--- src/rtl/igr_arb_csr_init.sv ---
// igr_arb_csr_init: AVMM initiator that programs the ingress-arbiter priority
// CSRs of the PTP bridge, one word per interface at BASE_ADDR+idx.
// Build option: define IGR_ARB_CSR_INIT_READBACK_EN to read back and compare
// each register after writing it (adds RD/WAIT states and a read timeout).
//
//   state  | meaning
//   -------+------------------------------------------------------------
//   S_IDLE | waiting for cfg_start; priorities latched on acceptance
//   S_WR   | avmm_write high for entry idx
//   S_RD   | avmm_read high for entry idx (readback build only)
//   S_WAIT | waiting for readdata_valid or timeout (readback build only)
//   S_DONE | cfg_done pulse; cfg_start ignored here
module igr_arb_csr_init #(
  parameter int unsigned BASE_ADDR  = 'h0,
  parameter int          ADDR_WIDTH = 8,
  parameter int          DATA_WIDTH = 32,
  parameter int          NUM_INTF   = 4,
  parameter int          RD_TIMEOUT = 16,
  localparam int         IDX_W      = (NUM_INTF > 1) ? $clog2(NUM_INTF) : 1
) (
  input  logic                     clk,
  input  logic                     rst,
  input  logic                     cfg_start,
  input  logic [NUM_INTF-1:0][3:0] cfg_priority,
  output logic                     cfg_busy,
  output logic                     cfg_done,
  output logic                     cfg_error,
  output logic [IDX_W-1:0]         cfg_err_idx,
  output logic [ADDR_WIDTH-1:0]    avmm_address,
  output logic                     avmm_read,
  output logic                     avmm_write,
  output logic [DATA_WIDTH-1:0]    avmm_writedata,
  output logic [DATA_WIDTH/8-1:0]  avmm_byteenable,
  input  logic [DATA_WIDTH-1:0]    avmm_readdata,
  input  logic                     avmm_readdata_valid
);

  localparam logic [IDX_W-1:0] LAST_IDX = IDX_W'(NUM_INTF - 1);

  typedef enum logic [2:0] {S_IDLE, S_WR, S_RD, S_WAIT, S_DONE} state_t;

  state_t                   state_q, state_d;
  logic [IDX_W-1:0]         idx_q, idx_d;
  logic [NUM_INTF-1:0][3:0] prio_q, prio_d;
  logic [ADDR_WIDTH-1:0]    addr_q, addr_d;
  logic [DATA_WIDTH-1:0]    wdata_q, wdata_d;
  logic [DATA_WIDTH/8-1:0]  be_q, be_d;
  logic                     write_q, write_d;
  logic                     busy_q, busy_d;
  logic                     done_q, done_d;
  logic                     adv;
  logic                     issue_wr;
  logic [IDX_W-1:0]         wr_idx;
  logic [3:0]               wr_prio;

`ifdef IGR_ARB_CSR_INIT_READBACK_EN
  localparam int CNT_W = $clog2(RD_TIMEOUT + 1);

  logic                     read_q, read_d;
  logic                     err_q, err_d;
  logic [IDX_W-1:0]         eidx_q, eidx_d;
  logic [CNT_W-1:0]         cnt_q, cnt_d;
  logic                     fail;

  // Only the priority nibble of the read data takes part in the compare.
  logic unused_rdata;
  assign unused_rdata = ^avmm_readdata[DATA_WIDTH-1:4];
`else
  logic unused_rdata;
  assign unused_rdata = ^{avmm_readdata, avmm_readdata_valid};
`endif

  // Next-state and next-output computation; every output is registered.
  always_comb begin
    state_d  = state_q;
    idx_d    = idx_q;
    prio_d   = prio_q;
    addr_d   = addr_q;
    wdata_d  = wdata_q;
    be_d     = '0;
    write_d  = 1'b0;
    busy_d   = busy_q;
    done_d   = 1'b0;
    adv      = 1'b0;
    issue_wr = 1'b0;
    wr_idx   = idx_q;
    wr_prio  = prio_q[idx_q];
`ifdef IGR_ARB_CSR_INIT_READBACK_EN
    read_d   = 1'b0;
    err_d    = err_q;
    eidx_d   = eidx_q;
    cnt_d    = cnt_q;
    fail     = 1'b0;
`endif
    case (state_q)
      S_IDLE: begin
        if (cfg_start) begin
          prio_d   = cfg_priority;
          idx_d    = '0;
          busy_d   = 1'b1;
          state_d  = S_WR;
          issue_wr = 1'b1;
          wr_idx   = '0;
          wr_prio  = cfg_priority[0];
`ifdef IGR_ARB_CSR_INIT_READBACK_EN
          err_d    = 1'b0;
          eidx_d   = '0;
`endif
        end
      end
      S_WR: begin
`ifdef IGR_ARB_CSR_INIT_READBACK_EN
        read_d  = 1'b1;
        state_d = S_RD;
`else
        adv     = 1'b1;
`endif
      end
`ifdef IGR_ARB_CSR_INIT_READBACK_EN
      S_RD: begin
        state_d = S_WAIT;
        cnt_d   = '0;
      end
      S_WAIT: begin
        cnt_d = cnt_q + CNT_W'(1);
        // Valid data takes precedence over a timeout landing in the same cycle.
        if (avmm_readdata_valid) begin
          if (avmm_readdata[3:0] == prio_q[idx_q]) adv = 1'b1;
          else                                     fail = 1'b1;
        end else if (cnt_q == CNT_W'(RD_TIMEOUT - 1)) begin
          fail = 1'b1;
        end
      end
`endif
      S_DONE:  state_d = S_IDLE;
      default: state_d = S_IDLE;
    endcase

    if (adv) begin
      if (idx_q == LAST_IDX) begin
        state_d = S_DONE;
        busy_d  = 1'b0;
        done_d  = 1'b1;
      end else begin
        idx_d    = idx_q + IDX_W'(1);
        wr_idx   = idx_d;
        wr_prio  = prio_q[idx_d];
        issue_wr = 1'b1;
        state_d  = S_WR;
      end
    end

`ifdef IGR_ARB_CSR_INIT_READBACK_EN
    if (fail) begin
      err_d   = 1'b1;
      eidx_d  = idx_q;
      state_d = S_DONE;
      busy_d  = 1'b0;
      done_d  = 1'b1;
    end
`endif

    // Address is held after the write so the readback reuses it.
    if (issue_wr) begin
      write_d = 1'b1;
      be_d    = '1;
      addr_d  = ADDR_WIDTH'(BASE_ADDR) + ADDR_WIDTH'(wr_idx);
      wdata_d = DATA_WIDTH'(wr_prio);
    end
  end

  // State and output registers with synchronous reset.
  always_ff @(posedge clk) begin
    if (rst) begin
      state_q <= S_IDLE;
      idx_q   <= '0;
      prio_q  <= '0;
      addr_q  <= '0;
      wdata_q <= '0;
      be_q    <= '0;
      write_q <= 1'b0;
      busy_q  <= 1'b0;
      done_q  <= 1'b0;
`ifdef IGR_ARB_CSR_INIT_READBACK_EN
      read_q  <= 1'b0;
      err_q   <= 1'b0;
      eidx_q  <= '0;
      cnt_q   <= '0;
`endif
    end else begin
      state_q <= state_d;
      idx_q   <= idx_d;
      prio_q  <= prio_d;
      addr_q  <= addr_d;
      wdata_q <= wdata_d;
      be_q    <= be_d;
      write_q <= write_d;
      busy_q  <= busy_d;
      done_q  <= done_d;
`ifdef IGR_ARB_CSR_INIT_READBACK_EN
      read_q  <= read_d;
      err_q   <= err_d;
      eidx_q  <= eidx_d;
      cnt_q   <= cnt_d;
`endif
    end
  end

  assign cfg_busy        = busy_q;
  assign cfg_done        = done_q;
  assign avmm_address    = addr_q;
  assign avmm_write      = write_q;
  assign avmm_writedata  = wdata_q;
  assign avmm_byteenable = be_q;
`ifdef IGR_ARB_CSR_INIT_READBACK_EN
  assign avmm_read       = read_q;
  assign cfg_error       = err_q;
  assign cfg_err_idx     = eidx_q;
`else
  assign avmm_read       = 1'b0;
  assign cfg_error       = 1'b0;
  assign cfg_err_idx     = '0;
`endif

endmodule

--- config.mk ---
export PLATFORM = sky130hd
export DESIGN_NAME = igr_arb_csr_init
export DESIGN_NICKNAME = d
export VERILOG_FILES = /design/src/rtl/igr_arb_csr_init.sv
export SDC_FILE = /design/constraint.sdc
export NUM_CORES = 1
export LEC_CHECK = 0
export ABC_AREA = 0
export BUFFER_PORTS_ARGS = -buffer_cell sky130_fd_sc_hd__clkbuf_2
export CORE_ASPECT_RATIO = 0.8
export CORE_MARGIN = 3
export CORE_UTILIZATION = 37
export CTS_CLUSTER_DIAMETER = 40
export DETAILED_ROUTE_END_ITERATION = 7
export PLACE_DENSITY = 0.87
export SETUP_SLACK_MARGIN = 0.1
export SLEW_MARGIN = 20
export SYNTH_ARGS = -nofsm -noshare
export SYNTH_HDL_FRONTEND = slang
export SYNTH_SLANG_ARGS = --single-unit
--- constraint.sdc ---
create_clock -name clk -period 1.3 [get_ports clk]
set_clock_uncertainty 0.05 [all_clocks]
set_input_delay 0.195 -clock clk [delete_from_list [all_inputs] [get_ports clk]]
set_output_delay 0.195 -clock clk [all_outputs]
set_load 0.02 [all_outputs]
==> flow_metrics.tcl, run 1 <==
set metrics [dict create \
    wl_per_cell_um 15.22 \
    grt-ovfl-total 0 \
    async_flop_share_pct 0 \
    syn-cell-area_mm2 0.001509 \
    gp_congestion 0.7620 \
    coreArea_mm2 0.003854 \
    hold_path.class "input port to flop" \
    cts-root-buf "clkbuf_8" \
    status "complete, but fails checks" \
    grt_pass1_wl_um 5554 \
    hold_ws_ns 0.09380 \
    worst_slack_ns -0.1448 \
    synth_edf_count 0 \
    peakVddDrop_uv 641.1 \
    p_leak_nw 0.9564 \
    fin_nets 265 \
    syn-instance-count 170 \
    viasPerCell 4.660 \
    antenna_found_initial 0 \
    hpwl_um 2135 \
    cp_max_fo 5 \
    yosys-top-cells-count "buf_4 (43), nand2_1 (37), dfxtp_1 (29)" \
    violations "setup timing" \
    yosysTopAreaCell "dfxtp_1" \
    finalHoldViolCount 0 \
    synth.area.top_cells "dfxtp_1 (38%), buf_4 (21%), nand2_1 (9.2%), a21oi_1 (6.3%), mux4_2 (6.0%)" \
    drc 0 \
    die_w_um 77.40 \
    clkTransAtPathRegs_ns 0.06 \
    wirelength_um 4078 \
    path_class "flop to flop" \
    final-setup-viol-count 9 \
    synth.yosys.seq_area_share_pct 38.47 \
    cap_violations 0 \
    cts_made_buffers 5 \
    ant_nets 0 \
    fin_crit_ns 1.445 \
    fin_setup_tns_ns -0.7298 \
    critPathBufInv 1 \
    synth_seq_cells 29 \
    yosysMostFrequentCell "buf_4" \
    rsz0062_at_grt "true" \
    cts_hold_buf 0 \
    synth_warnings 0 \
    die_area_mm2 0.004885 \
    power_mw 2.322 \
    first_iter_violations 42 \
    num_rows 20 \
    grt_max_degree 18 \
    diodes 0 \
    cts_max_level 2 \
    p_per_area_mw_per_mm2 1088 \
    arrival_ns 1.55 \
    grt_pass1_vias 1170 \
    worstSetupEndpointType "flop" \
    cts_tree "yes" \
    synth_top_flop_cell "dfxtp_1" \
    io_pins 103 \
    crit_slowest_cell "or3b_4" \
    start_util_pct 39.16 \
    path_cells "ha_4, or3b_4, buf_6, nand3_1, a31oi_1" \
    finalCritPeriodShare_pct 111.1 \
    clk_latency_ns 0.28 \
    crit_family "simple AND/OR/NAND/NOR gates" \
    drive_gt1_share_pct 61.50 \
    die_h_um 63.12 \
    fmax_mhz 692.1 \
    syn_avg_cell_area_um2 8.876 \
    grt_usage_pct 14.90 \
    worst_ep_required_time_ns 1.40 \
    synth_cell_types 22 \
    clock_sinks 29 \
    firstDrtPassIters 4 \
    port_buffers 31 \
    nFillCells 332 \
    clk_path_buf_depth 2 \
    slew_violations 0 \
    place_ws_ns -0.05323 \
    start_kind "flop" \
    vias 1249 \
    synth_top_area_share_pct 38.47 \
    max_stage_delay_ns 0.41 \
    area_delta_synth_final_pct 41.38 \
]
[cells in the final DEF, fill, tap and decap left out, drive strengths merged, types with 2 or more instances in the layout]
master / count
conb: 38
nand3: 8
nor3b: 2
mux4: 4
a31oi: 4
dfxtp: 29
or3b: 2
nor4b: 2
nand2: 37
clkbuf: 39
buf: 19
a21oi: 23
[report_power, final]
| part | internal (mW) | switching, mW | total, mW |
|---|---|---|---|
| sequential | 0.944 | 0.0503 | 0.995 |
| clock | 0.379 | 0.314 | 0.693 |
| combinational | 0.251 | 0.383 | 0.634 |
| total | 1.57 | 0.748 | 2.32 |
[final cells by class]
type	instances	area, um2	share of cell area [%]
Clock buffer	8	80.08	3.754
Timing Repair Buffer	50	396.6	18.59
Tap cell	55	68.82	3.226
Multi-Input combinational cell	125	993.5	46.57
Sequential cell	29	590.6	27.68
Inverter	1	3.754	0.1760
[state kept, by name, summed over array words and instances, names as in the netlist]
name / cells
idx_q: 2
avmm_byteenable: 1
state_q: 2
avmm_writedata: 4
prio_q: 16
cfg_busy: 1
cfg_done: 1
avmm_address: 2
[cell families after synthesis]
logic type                 count (synthesis)  synth area share, %
buffers and inverters                     53                26.04
and+or+nand+nor                           53                17.33
AOI/OAI and AO/OA                         29                11.11
DFF                                       29                38.47
muxes                                      4                5.970
adders and majority gates                  1               0.8291
other                                      1               0.2485
[worst min-delay path, cell delays in order]
cell,delay (ns)
clkbuf_2,0.09
nand2_2,0.06
a21oi_2,0.04
[layer usage]
layer  vias up  global-route usage, %  wire [um]
met5         -                      0          0
li1        571                      -          -
met1       610                  16.74       1491
met3        10                  5.286        263
met2        58                  25.22       2241
met4         0                  6.889         82
[final timing paths]
path / from / endpoint / slack, ns / cells past startpoint
worst min-delay path: cfg_priority[13] / prio_q[13] / 0.09 / 3
worst max register to register: idx_q[0] / avmm_writedata[3] / -0.14 / 5
worst max-delay path: idx_q[0] / avmm_writedata[3] / -0.14 / 5
worst min register to register: prio_q[3] / prio_q[3] / 0.42 / 2
[repair_timing]
action	CTS	global route
gates cloned	3	1
pin swaps	24	33
setup endpoints to repair	25	28
buffers inserted	2	1
resized for setup	61	49
[metrics by stage]
stage / instances / cell area [um2] / util (%)
after detailed placement: 253 / 1590 / 41.27
final: 268 / 2133 / 55.36
after global routing: 268 / 2133 / 55.36
after global placement: 253 / 1590 / 41.27
after floorplan: 207 / 1662 / -
after CTS: 266 / 1937 / 50.26
Note: power is estimated with default switching activity, not from simulation.
==> inputs of run 2 (changes only) <==
Settings changed: ABC_AREA 0 to 1, CORE_ASPECT_RATIO 0.8 to 1.2, CORE_UTILIZATION 37 to 38, PLACE_DENSITY 0.87 to 0.88.
==> flow_metrics.tcl, run 2 <==
set metrics [dict create \
    status "finished, final reports clean" \
    final_cell_mix "nand2_1 (39), conb_1 (38), clkbuf_2 (31)" \
    grt_usage_pct 12.87 \
    wirelength_um 2942 \
    cts_made_buffers 5 \
    syn_avg_cell_area_um2 7.513 \
    reg2reg_from "idx_q[0]" \
    synth_warnings 0 \
    regToRegEndpoint "idx_q[1]" \
    start_util_pct 41.10 \
    grt_pass1_wl_um 4905 \
    vias 1224 \
    min_to "prio_q[2]" \
    cts_max_level 2 \
    finalCritPeriodShare_pct 89.59 \
    regMostFlops "prio_q" \
    r2r_cells 7 \
    path_class "flop to flop" \
    firstDrtPassIters 4 \
    synth_cell_types 21 \
    synth_top_flop_cell "dfxtp_1" \
    ant_nets 0 \
    p_per_area_mw_per_mm2 1245 \
    power.internal_mw 1.487 \
    viasPerCell 4.206 \
    drc 0 \
    clock_sinks 29 \
    clk_path_buf_depth 2 \
    fin_nets 291 \
    io_pins 103 \
    synth.area.top_cells "dfxtp_1 (37%), buf_4 (21%), nand2_1 (10%), a211oi_1 (5.8%), inv_1 (5.3%)" \
    coreArea_mm2 0.003784 \
    cp_max_fo 7 \
    rsz0062_at_grt "true" \
    syn-instance-count 207 \
    fin_cells 291 \
    placed_cells 280 \
    port_buffers 31 \
    wl_per_cell_um 10.11 \
    async_flop_share_pct 0 \
    combPwrFrac_pct 22.5 \
    max_slew_margin_pct 59.11 \
    rrSetupSlack_ns 0.14 \
    arrival_ns 1.31 \
    nFillCells 407 \
    cap_violations 0 \
    grt_pass1_vias 1100 \
    worst_ep_required_time_ns 1.45 \
    num_rows 24 \
    syn-cell-area_mm2 0.001555 \
    start_kind "flop" \
    netSwitchingPower_mw 0.6824 \
    worstSetupEndpointType "flop" \
    antenna_found_initial 0 \
    clk_latency_ns 0.28 \
    die_area_mm2 0.004900 \
    yosysTopAreaCell "dfxtp_1" \
    hold_path.class "input port to flop" \
    die_w_um 64.40 \
    first_iter_violations 40 \
    clkTransAtPathRegs_ns 0.06 \
    pwr-share-clk_pct 32.0 \
    drive_gt1_share_pct 26.36 \
    yosysMostFrequentCell "buf_4" \
    fin_setup_tns_ns 0 \
    hp-start "cfg_priority[2]" \
    fmax_mhz 858.6 \
    synth_top_area_share_pct 37.33 \
    p_leak_nw 0.8480 \
    crit_path_start "idx_q[0]" \
    die_h_um 76.08 \
    grt_max_degree 30 \
    yosys-top-cells-count "buf_4 (44), nand2_1 (43), dfxtp_1 (29)" \
    min_path_cells 3 \
    cts-root-buf "clkbuf_8" \
    cts_tree "yes" \
    grt-ovfl-total 0 \
    tightest_slew_ns 0.6134 \
    largest_reg_flops 16 \
    netSwitchingFraction_pct 31.45 \
    synth.yosys.seq_area_share_pct 37.33 \
    seq_power_share_pct 45.5 \
    area_delta_synth_final_pct 12.07 \
    fin_crit_ns 1.165 \
    gp_congestion 0.8064 \
    diodes 0 \
    final-setup-viol-count 0 \
    cts_hold_buf 0 \
    synth_edf_count 0 \
    finalHoldViolCount 0 \
    slew_violations 0 \
    hpwl_um 2199 \
    final_common_cell "nand2_1" \
    peakVddDrop_uv 790.6 \
    synth_seq_cells 29 \
]
run 2: cell count changes after synthesis, moves of 4 or more:
cell / before / now
a211oi_1: 0 / 12
a21oi_1: 19 / 9
a31oi_1: 4 / 0
inv_2: 0 / 4
nand3_1: 6 / 12
nor2_1: 0 / 15
mux4_2: 4 / 0
inv_1: 1 / 22
nand2_1: 37 / 43
run 2: power groups by stage:
| stage | registers, mW | logic, mW | clock network [mW] |
|---|---|---|---|
| 3_5_place_dp | 1.00 | 0.459 | 0 |
| 4_1_cts | 0.988 | 0.473 | 0.728 |
| 3_3_place_gp | 1.00 | 0.451 | 0 |
| 6_report | 0.988 | 0.488 | 0.694 |
| 2_1_floorplan | 1.02 | 0.437 | 0 |
| 5_1_grt | 0.995 | 0.539 | 0.769 |
run 2: worst max path at each step:
stage	to	depth (start not counted)
finish	idx_q[1]	7
global placement	avmm_writedata[1]	6
global route	idx_q[1]	7
floorplan	avmm_writedata[3]	6
detailed placement	avmm_writedata[3]	6
CTS	avmm_address[1]	7
run 2: what timing repair did:
action | CTS | global route
buffers inserted | 2 | 1
pin swaps | 6 | 8
resized for setup | 11 | 10
setup endpoints to repair | 8 | 17
hold endpoints to repair | 0 | 0
run 2: per-stage QoR:
step | worst slack [ns] | hold WS, ns | area (um2) | util (%) | power (mW)
floorplan | 0.1395 | 0.3099 | 1694 | - | 1.459
global placement | 0.01594 | 0.3985 | 1575 | 41.63 | 1.451
detailed placement | 0.003125 | 0.4037 | 1575 | 41.63 | 1.462
CTS | 0.1051 | 0.1122 | 1708 | 45.14 | 2.189
global route | 0.07160 | 0.1220 | 1743 | 46.06 | 2.303
finish | 0.1354 | 0.1262 | 1743 | 46.06 | 2.170
run 2: routing by layer:
| metal | GRT usage (%) | wire [um] | vias up |
|---|---|---|---|
| met5 | 0 | 0 | - |
| met4 | 6.977 | 62 | 0 |
| li1 | - | - | 631 |
| met1 | 14.14 | 1198 | 534 |
| met3 | 5.015 | 222 | 5 |
| met2 | 20.97 | 1458 | 54 |
run 2: logic make-up after synthesis:
| family | count (synthesis) | synth area share (%) |
|---|---|---|
| buf+inv | 75 | 29.85 |
| fa+ha+maj | 1 | 0.8044 |
| simple gates | 76 | 21.00 |
| flops | 29 | 37.33 |
| other cells | 1 | 0.2411 |
| compound gates | 25 | 10.78 |
run 2: cell type report:
class | instances | area (um2) | area share, %
multi-input cells | 140 | 691.9 | 39.70
flip-flops and latches | 29 | 586.8 | 33.67
repair buffers | 36 | 209.0 | 11.99
inverters | 26 | 110.1 | 6.317
clock buffers | 8 | 80.08 | 4.594
well taps | 52 | 65.06 | 3.733
run 2: worst max-delay path, stage by stage, from the launching register on:
cell and delay [ns]:
dfxtp_2 0.36, ha_4 0.14, inv_4 0.04, nand3_4 0.09, inv_6 0.06, nor2_4 0.14
nand2_1 0.08, a21oi_1 0.12
